[config.mk]
export PLATFORM = sky130hd
export DESIGN_NAME = serializador
export DESIGN_NICKNAME = d
export VERILOG_FILES = /design/src/rtl/serializador.sv
export SDC_FILE = /design/constraint.sdc
export NUM_CORES = 1
export LEC_CHECK = 0
export ABC_AREA = 1
export CAP_MARGIN = 20
export CORE_MARGIN = 5
export CORE_UTILIZATION = 45
export DETAILED_ROUTE_END_ITERATION = 6
export PLACE_DENSITY = 0.71
export SYNTH_ARGS = -nofsm -noshare
export SYNTH_HDL_FRONTEND = slang
export SYNTH_SLANG_ARGS = --single-unit
[constraint.sdc]
create_clock -name clock_100KHz -period 1.1 [get_ports clock_100KHz]
set_input_delay 0.22 -clock clock_100KHz [delete_from_list [all_inputs] [get_ports clock_100KHz]]
set_output_delay 0.22 -clock clock_100KHz [all_outputs]
set_load 0.03 [all_outputs]
[src/rtl/serializador.sv]
// Transmit side of the bit-serial link: a one-word holding buffer feeding an LSB-first
// shifter, one bit per clock with a write strobe, stalled by the downstream status.
module serializador #(
  parameter int WIDTH = 8
) (
  input  logic             clock_100KHz,
  input  logic             reset,
  input  logic [WIDTH-1:0] data_in,
  input  logic             data_valid,
  output logic             ready_out,
  output logic             data_out,
  output logic             write_out,
  input  logic             status_in,
  output logic             busy_out,
  output logic [7:0]       words_sent
);

  localparam int CNT_W = $clog2(WIDTH) + 1;
  localparam logic [CNT_W-1:0] LAST_BIT = CNT_W'(WIDTH - 1);

  typedef enum logic [1:0] {IDLE, SHIFT, GAP} state_e;

  state_e           state_q, state_d;
  logic [WIDTH-1:0] hold_q, hold_d;
  logic             hold_full_q, hold_full_d;
  logic [WIDTH-1:0] shifter_q, shifter_d;
  logic [CNT_W-1:0] bit_cnt_q, bit_cnt_d;
  logic             data_out_q, data_out_d;
  logic             write_out_q, write_out_d;
  logic [7:0]       words_sent_q, words_sent_d;
  logic             accept, transfer;

  // Producer handshake is independent of the downstream status.
  assign accept = data_valid && !hold_full_q;

  always_ff @(posedge clock_100KHz or posedge reset) begin
    if (reset) begin
      state_q      <= IDLE;
      hold_q       <= '0;
      hold_full_q  <= 1'b0;
      shifter_q    <= '0;
      bit_cnt_q    <= '0;
      data_out_q   <= 1'b0;
      write_out_q  <= 1'b0;
      words_sent_q <= '0;
    end else begin
      state_q      <= state_d;
      hold_q       <= hold_d;
      hold_full_q  <= hold_full_d;
      shifter_q    <= shifter_d;
      bit_cnt_q    <= bit_cnt_d;
      data_out_q   <= data_out_d;
      write_out_q  <= write_out_d;
      words_sent_q <= words_sent_d;
    end
  end

  always_comb begin
    state_d      = state_q;
    hold_d       = hold_q;
    hold_full_d  = hold_full_q;
    shifter_d    = shifter_q;
    bit_cnt_d    = bit_cnt_q;
    data_out_d   = data_out_q;
    write_out_d  = 1'b0;
    words_sent_d = words_sent_q;
    transfer     = 1'b0;

    case (state_q)
      IDLE: begin
        if (hold_full_q) begin
          transfer = 1'b1;
          state_d  = SHIFT;
        end
      end
      SHIFT: begin
        // A stall freezes shifter, count and data_out so no bit is lost or repeated.
        if (status_in) begin
          data_out_d  = shifter_q[0];
          write_out_d = 1'b1;
          shifter_d   = shifter_q >> 1;
          bit_cnt_d   = bit_cnt_q + 1'b1;
          if (bit_cnt_q == LAST_BIT) begin
            state_d      = GAP;
            words_sent_d = words_sent_q + 8'd1;
          end
        end
      end
      GAP: begin
        // One quiet cycle lets the registered downstream status catch up.
        if (hold_full_q) begin
          transfer = 1'b1;
          state_d  = SHIFT;
        end else begin
          state_d = IDLE;
        end
      end
      default: state_d = IDLE;
    endcase

    if (transfer) begin
      shifter_d   = hold_q;
      bit_cnt_d   = '0;
      hold_full_d = 1'b0;
    end
    // Accept last so a same-edge refill keeps the buffer full.
    if (accept) begin
      hold_d      = data_in;
      hold_full_d = 1'b1;
    end
  end

  assign ready_out  = !hold_full_q;
  assign data_out   = data_out_q;
  assign write_out  = write_out_q;
  assign busy_out   = (state_q != IDLE) || hold_full_q;
  assign words_sent = words_sent_q;

endmodule

; Word level (Yosys, flattened, before mapping)
; Cells that the tools add are included.
[op_classes]
addsub = 2
eq_ne = 6
muxes = 17
reduce_logical = 13
[ops]
columns = op, n
row1 = 2-to-1 mux 8 bit, 3
row2 = 2-to-1 mux 4 bit, 3
row3 = adder 8 x 1 -> 8 bit (second input constant), 1
row4 = nonzero test 2 bit, 4
row5 = 2-to-1 mux 1 bit, 7
row6 = 2-to-1 mux 2 bit, 3
row7 = != test 2 bit (second input constant), 3
row8 = case mux 2 bit (3 select lines), 1
row9 = AND reduction 3 bit, 2
row10 = adder 4 x 1 -> 4 bit (second input constant), 1
row11 = == test 4 x 3 -> 1 bit (second input constant), 1
row12 = AND reduction 2 bit, 2
row13 = == test 2 x 1 -> 1 bit (second input constant), 1
row14 = == test 2 bit (second input constant), 1
row15 = logical NOT 2 bit, 1
row16 = OR reduction 2 bit, 1
row17 = logical AND 1 bit, 1
row18 = logical NOT 1 bit, 1
row19 = logical OR 1 bit, 1
[totals]
ff_bits = 33
input_bits = 12
output_inout_bits = 12

; Logic depth before layout (Yosys ltp)
[depth]
depth_word = 5
depth_mapped = 7
ltp_nobuf = 7

; Worst setup path after synthesis
; No wires, ideal clock.
[synth_path]
kind = register to register
startpoint = register words_sent_q[0], in the netlist words_sent[0]
endpoint = register words_sent_q[4], in the netlist words_sent[4]
setup_ns = 0.121
arrival_time_ns = 1.159
t_required_ns = 0.979
path_slack_ns = -0.180
stages_incl_launch_ff = 5
n_path_buf = 0
cell_sequence = dfrtp_1 -> ha_1 -> nand3_1 -> o21ai_1 -> nand2_1
[synth_between]
elab_chain_cells = 1
[synth_lines]
columns = item, line_no
row1 = "start, declared", 30  ; logic [7:0] words_sent_q, words_sent_d;
row2 = "start signal, assigned", 54  ; words_sent_q <= words_sent_d;
row3 = adder 8 x 1 -> 8 bit, 85  ; words_sent_d = words_sent_q + 8'd1;
; Every way passes these cells.
; A chain may end at the register's enable or synchronous reset.

; Final worst setup path
[layout_path]
startpoint = register state_q[1]
endpoint = output port busy_out
[layout_between]
elab_chain_cells = 2
[layout_lines]
columns = item, line_no
row1 = "start, declared", 23  ; state_e state_q, state_d;
row2 = "start signal, assigned", 47  ; state_q <= state_d;
row3 = nonzero test 2 bit, 116  ; assign busy_out = (state_q != IDLE) || hold_full_q;
row4 = logical OR 1 bit, 116
row5 = "end, declared", 14  ; output logic busy_out,
; Every way passes these cells.

==> flow_summary.toml <==
[outcome]
status = "finished with violations"
violations = "setup timing"

[logic_synthesis]
syn_inst = 165
synth_edf_count = 0
synth_area_per_cell_um2 = 9.357
syn-cell-area_mm2 = 0.001544
ys_ff_latch = 33
ys.flop_type = "dfrtp_1"
yosys_warnings = 0
synth_nets = 179
ys_types = 26
async_reset_ff_frac = 1.000
synth-seq-area-share = 0.5348

[sta]
drv_slew = 0
finClkSkew_ns = 0.01448
holdWs_ns = 0.2008
fin_crit_sh = 1.244
worst_slew_pin_slew_ns = 0.3945
fin_ws_ns = -0.2683
fin_setup_tns_ns = -4.560
period_needed_ns = 1.368
finalHoldViolations = 0
max_freq_mhz = 730.8
slew_headroom = 0.7362
setup_viol_count_final = 40
rsz0062_at_grt = "true"

[clock_tree]
cts_tree = "yes"
clk_path_buf_depth = 2
path_clk_slew_ns = 0.12
ctsHoldBuffers = 0
worst_skew_pair.late_latency_ns = 0.35
numCtsBuffers = 5
root_buffer = "clkbuf_4"
cts_num_sinks = 33
cts_htree_levels = 2

[floorplanning]
die_h_um = 68.58
core-area_mm2 = 0.003337
ioPinCount = 24
initial_core_util = 0.4627
fp.dieW_um = 68.58
dieArea_mm2 = 0.004703
rows = 21

[worst_setup_path]
crit_arrival_ns = 1.15
crit_fanout = 2
required_ns = 0.88
r2r-start = "state_q[1]$_DFFE_PP0P_"
crit_path_frequent_cell = "buf_6"
start_kind = "register"
crit_buf_inv = 3
cpPeakStageDelay_ns = 0.41
crit_family = "flip-flops"
cp_slowest_cell = "dfrtp_1"
worstSetupPathType = "reg -> out"
cp-end-kind = "primary output"
critPathLaunch = "state_q[1]$_DFFE_PP0P_"
worstPathCellList = "inv_2 -> buf_6 -> nand3_2 -> buf_6"

[cells_and_area]
seqCellArea_um2 = 833.3
final_nets = 254
drive_gt1_frac = 0.4979
synthToLayoutAreaGrowth_pct = 64.99
n_antenna_cell = 0
multi_input_area_um2 = 860.8
fillers = 193
layout.cells.non_filler = 287

[job]
maxCapViolCount = 0

[global_routing]
grt_pass1_vias = 1420
overflow = 0
grtUsageTotal = 0.1890
grt_max_degree = 34
grt_pass1_wl_um = 6430
antenna_found_initial = 0

[power_and_ir_drop]
p_sw_frac = 0.4219
power.leakage_nw = 1.212
pwr-share-clk = 0.112
ir_drop_uv = 1749
combPwrFrac = 0.572
power.share.sequential = 0.317
power.internal_w = 0.003682
power_density_mw_per_mm2 = 2500
switching_power_w = 0.002687
power.total_w = 0.006369

[route]
postRouteAntennaNets = 0
num_vias = 1496
drcViolationCount = 0
wl_per_cell_um = 17.21
drt_iter0_markers = 89
dr.pass1.iters = 4
vias_per_cell = 5.213
wl_um = 4938

[place]
portBuffers = 23
dp.cells = 245
dp_hpwl_um = 2350
gp_congestion = 0.8202

[hold_path]
min_path_type = "in -> async"
-- sequential cells by signal (all words and copies together) (netlist names) --
name,flops
write_out,1
bit_cnt_q,4
shifter_q,8
data_out,1
hold_q,8
state_q,2
hold_full_q,1
words_sent,8
-- cells by family (layout without fill, tap and decap cells) --
logic type      after synthesis  after routing  share of synthesized area
mux                           8              8                    0.05835
compound gates               20             20                    0.07050
fa+ha+maj                     2              2                    0.01620
simple gates                 77             81                     0.2415
flops                        33             33                     0.5348
xor+xnor                      3              3                    0.01702
buf+inv                      22             94                    0.06159
-- per-layer routing --
metal  share of wire  global-route usage
met1            0.40              0.2219
met2            0.52              0.3206
met3           0.041             0.06159
met4           0.039             0.06948
met5               0                   0
-- worst min-delay path, delay by kind of cell --
family                 cells  cell delay (ns)
buffers and inverters      3             0.70
-- cell type report --
class                      count  area share
timing repair buffer          65      0.2490
inverter                      21     0.03978
sequential                    33      0.3271
tap                           46     0.02259
clock inverter                 3    0.008841
multi-input combinational    114      0.3379
clock buffer                   5     0.01473
-- path summary, 6_finish.rpt --
check / to / slack (ns) / cells after the start
setup / recovery: busy_out / -0.27 / 4
hold / removal: words_sent[7]$_DFFE_PP0P_ / 0.20 / 3
setup reg to reg: words_sent[7]$_DFFE_PP0P_ / -0.22 / 8
hold reg to reg: hold_q[0]$_DFFE_PP0P_ / 0.52 / 1
max in group asynchronous: words_sent[3]$_DFFE_PP0P_ / 0.70 / 3
min in group clock_100KHz: hold_q[0]$_DFFE_PP0P_ / 0.48 / 2
-- through the flow --
step | utilization | worst slack (ns) | area [µm²]
after floorplan | - | 0.006871 | 1589
after global placement | 0.5808 | -0.3281 | 1938
after detailed placement | 0.5808 | -0.3644 | 1938
after CTS | 0.6749 | -0.2398 | 2252
after global routing | 0.7634 | -0.3386 | 2547
final | 0.7634 | -0.2683 | 2547
-- power by group through the flow --
stage / sequential [W] / combinational (W) / clock, W
finish: 0.00202 / 0.00364 / 0.000711
global route: 0.00206 / 0.00392 / 0.000790
CTS: 0.00198 / 0.00262 / 0.000708
detailed placement: 0.00207 / 0.00202 / 0
global placement: 0.00204 / 0.00194 / 0
floorplan: 0.00213 / 0.00124 / 0
-- synthesized netlist by cell type (2+ instances only) --
cell type	number	share of area
dfrtp_1	33	0.53
ha_1	2	0.016
inv_1	17	0.041
inv_2	3	0.0073
mux2_2	8	0.058
nand2_1	51	0.12
nand2_4	3	0.022
nand3_1	8	0.026
nand4_1	2	0.0081
nor2_1	6	0.015
o211ai_1	3	0.015
o21ai_0	8	0.026
o21ai_1	7	0.023
xor2_1	2	0.011
-- layout by cell type (no fill, tap or decap), drive strengths merged, types with 2 or more instances in the layout --
cell	count
inv	20
dfrtp	33
xor2	2
o211ai	3
nor2	8
clkbuf	5
nand2	59
clkdlybuf4s50	11
nand3	10
clkinvlp	3
nand4	2
buf	54
ha	2
mux2	8
o21ai	15
-- what timing repair did --
item / CTS / global route
setup endpoints to repair: 29 / 43
resized for setup: 37 / 37
buffers inserted: 17 / 15
pin swaps: 6 / 5
cloned: 1 / 3
(Power assumes the default switching activity.)
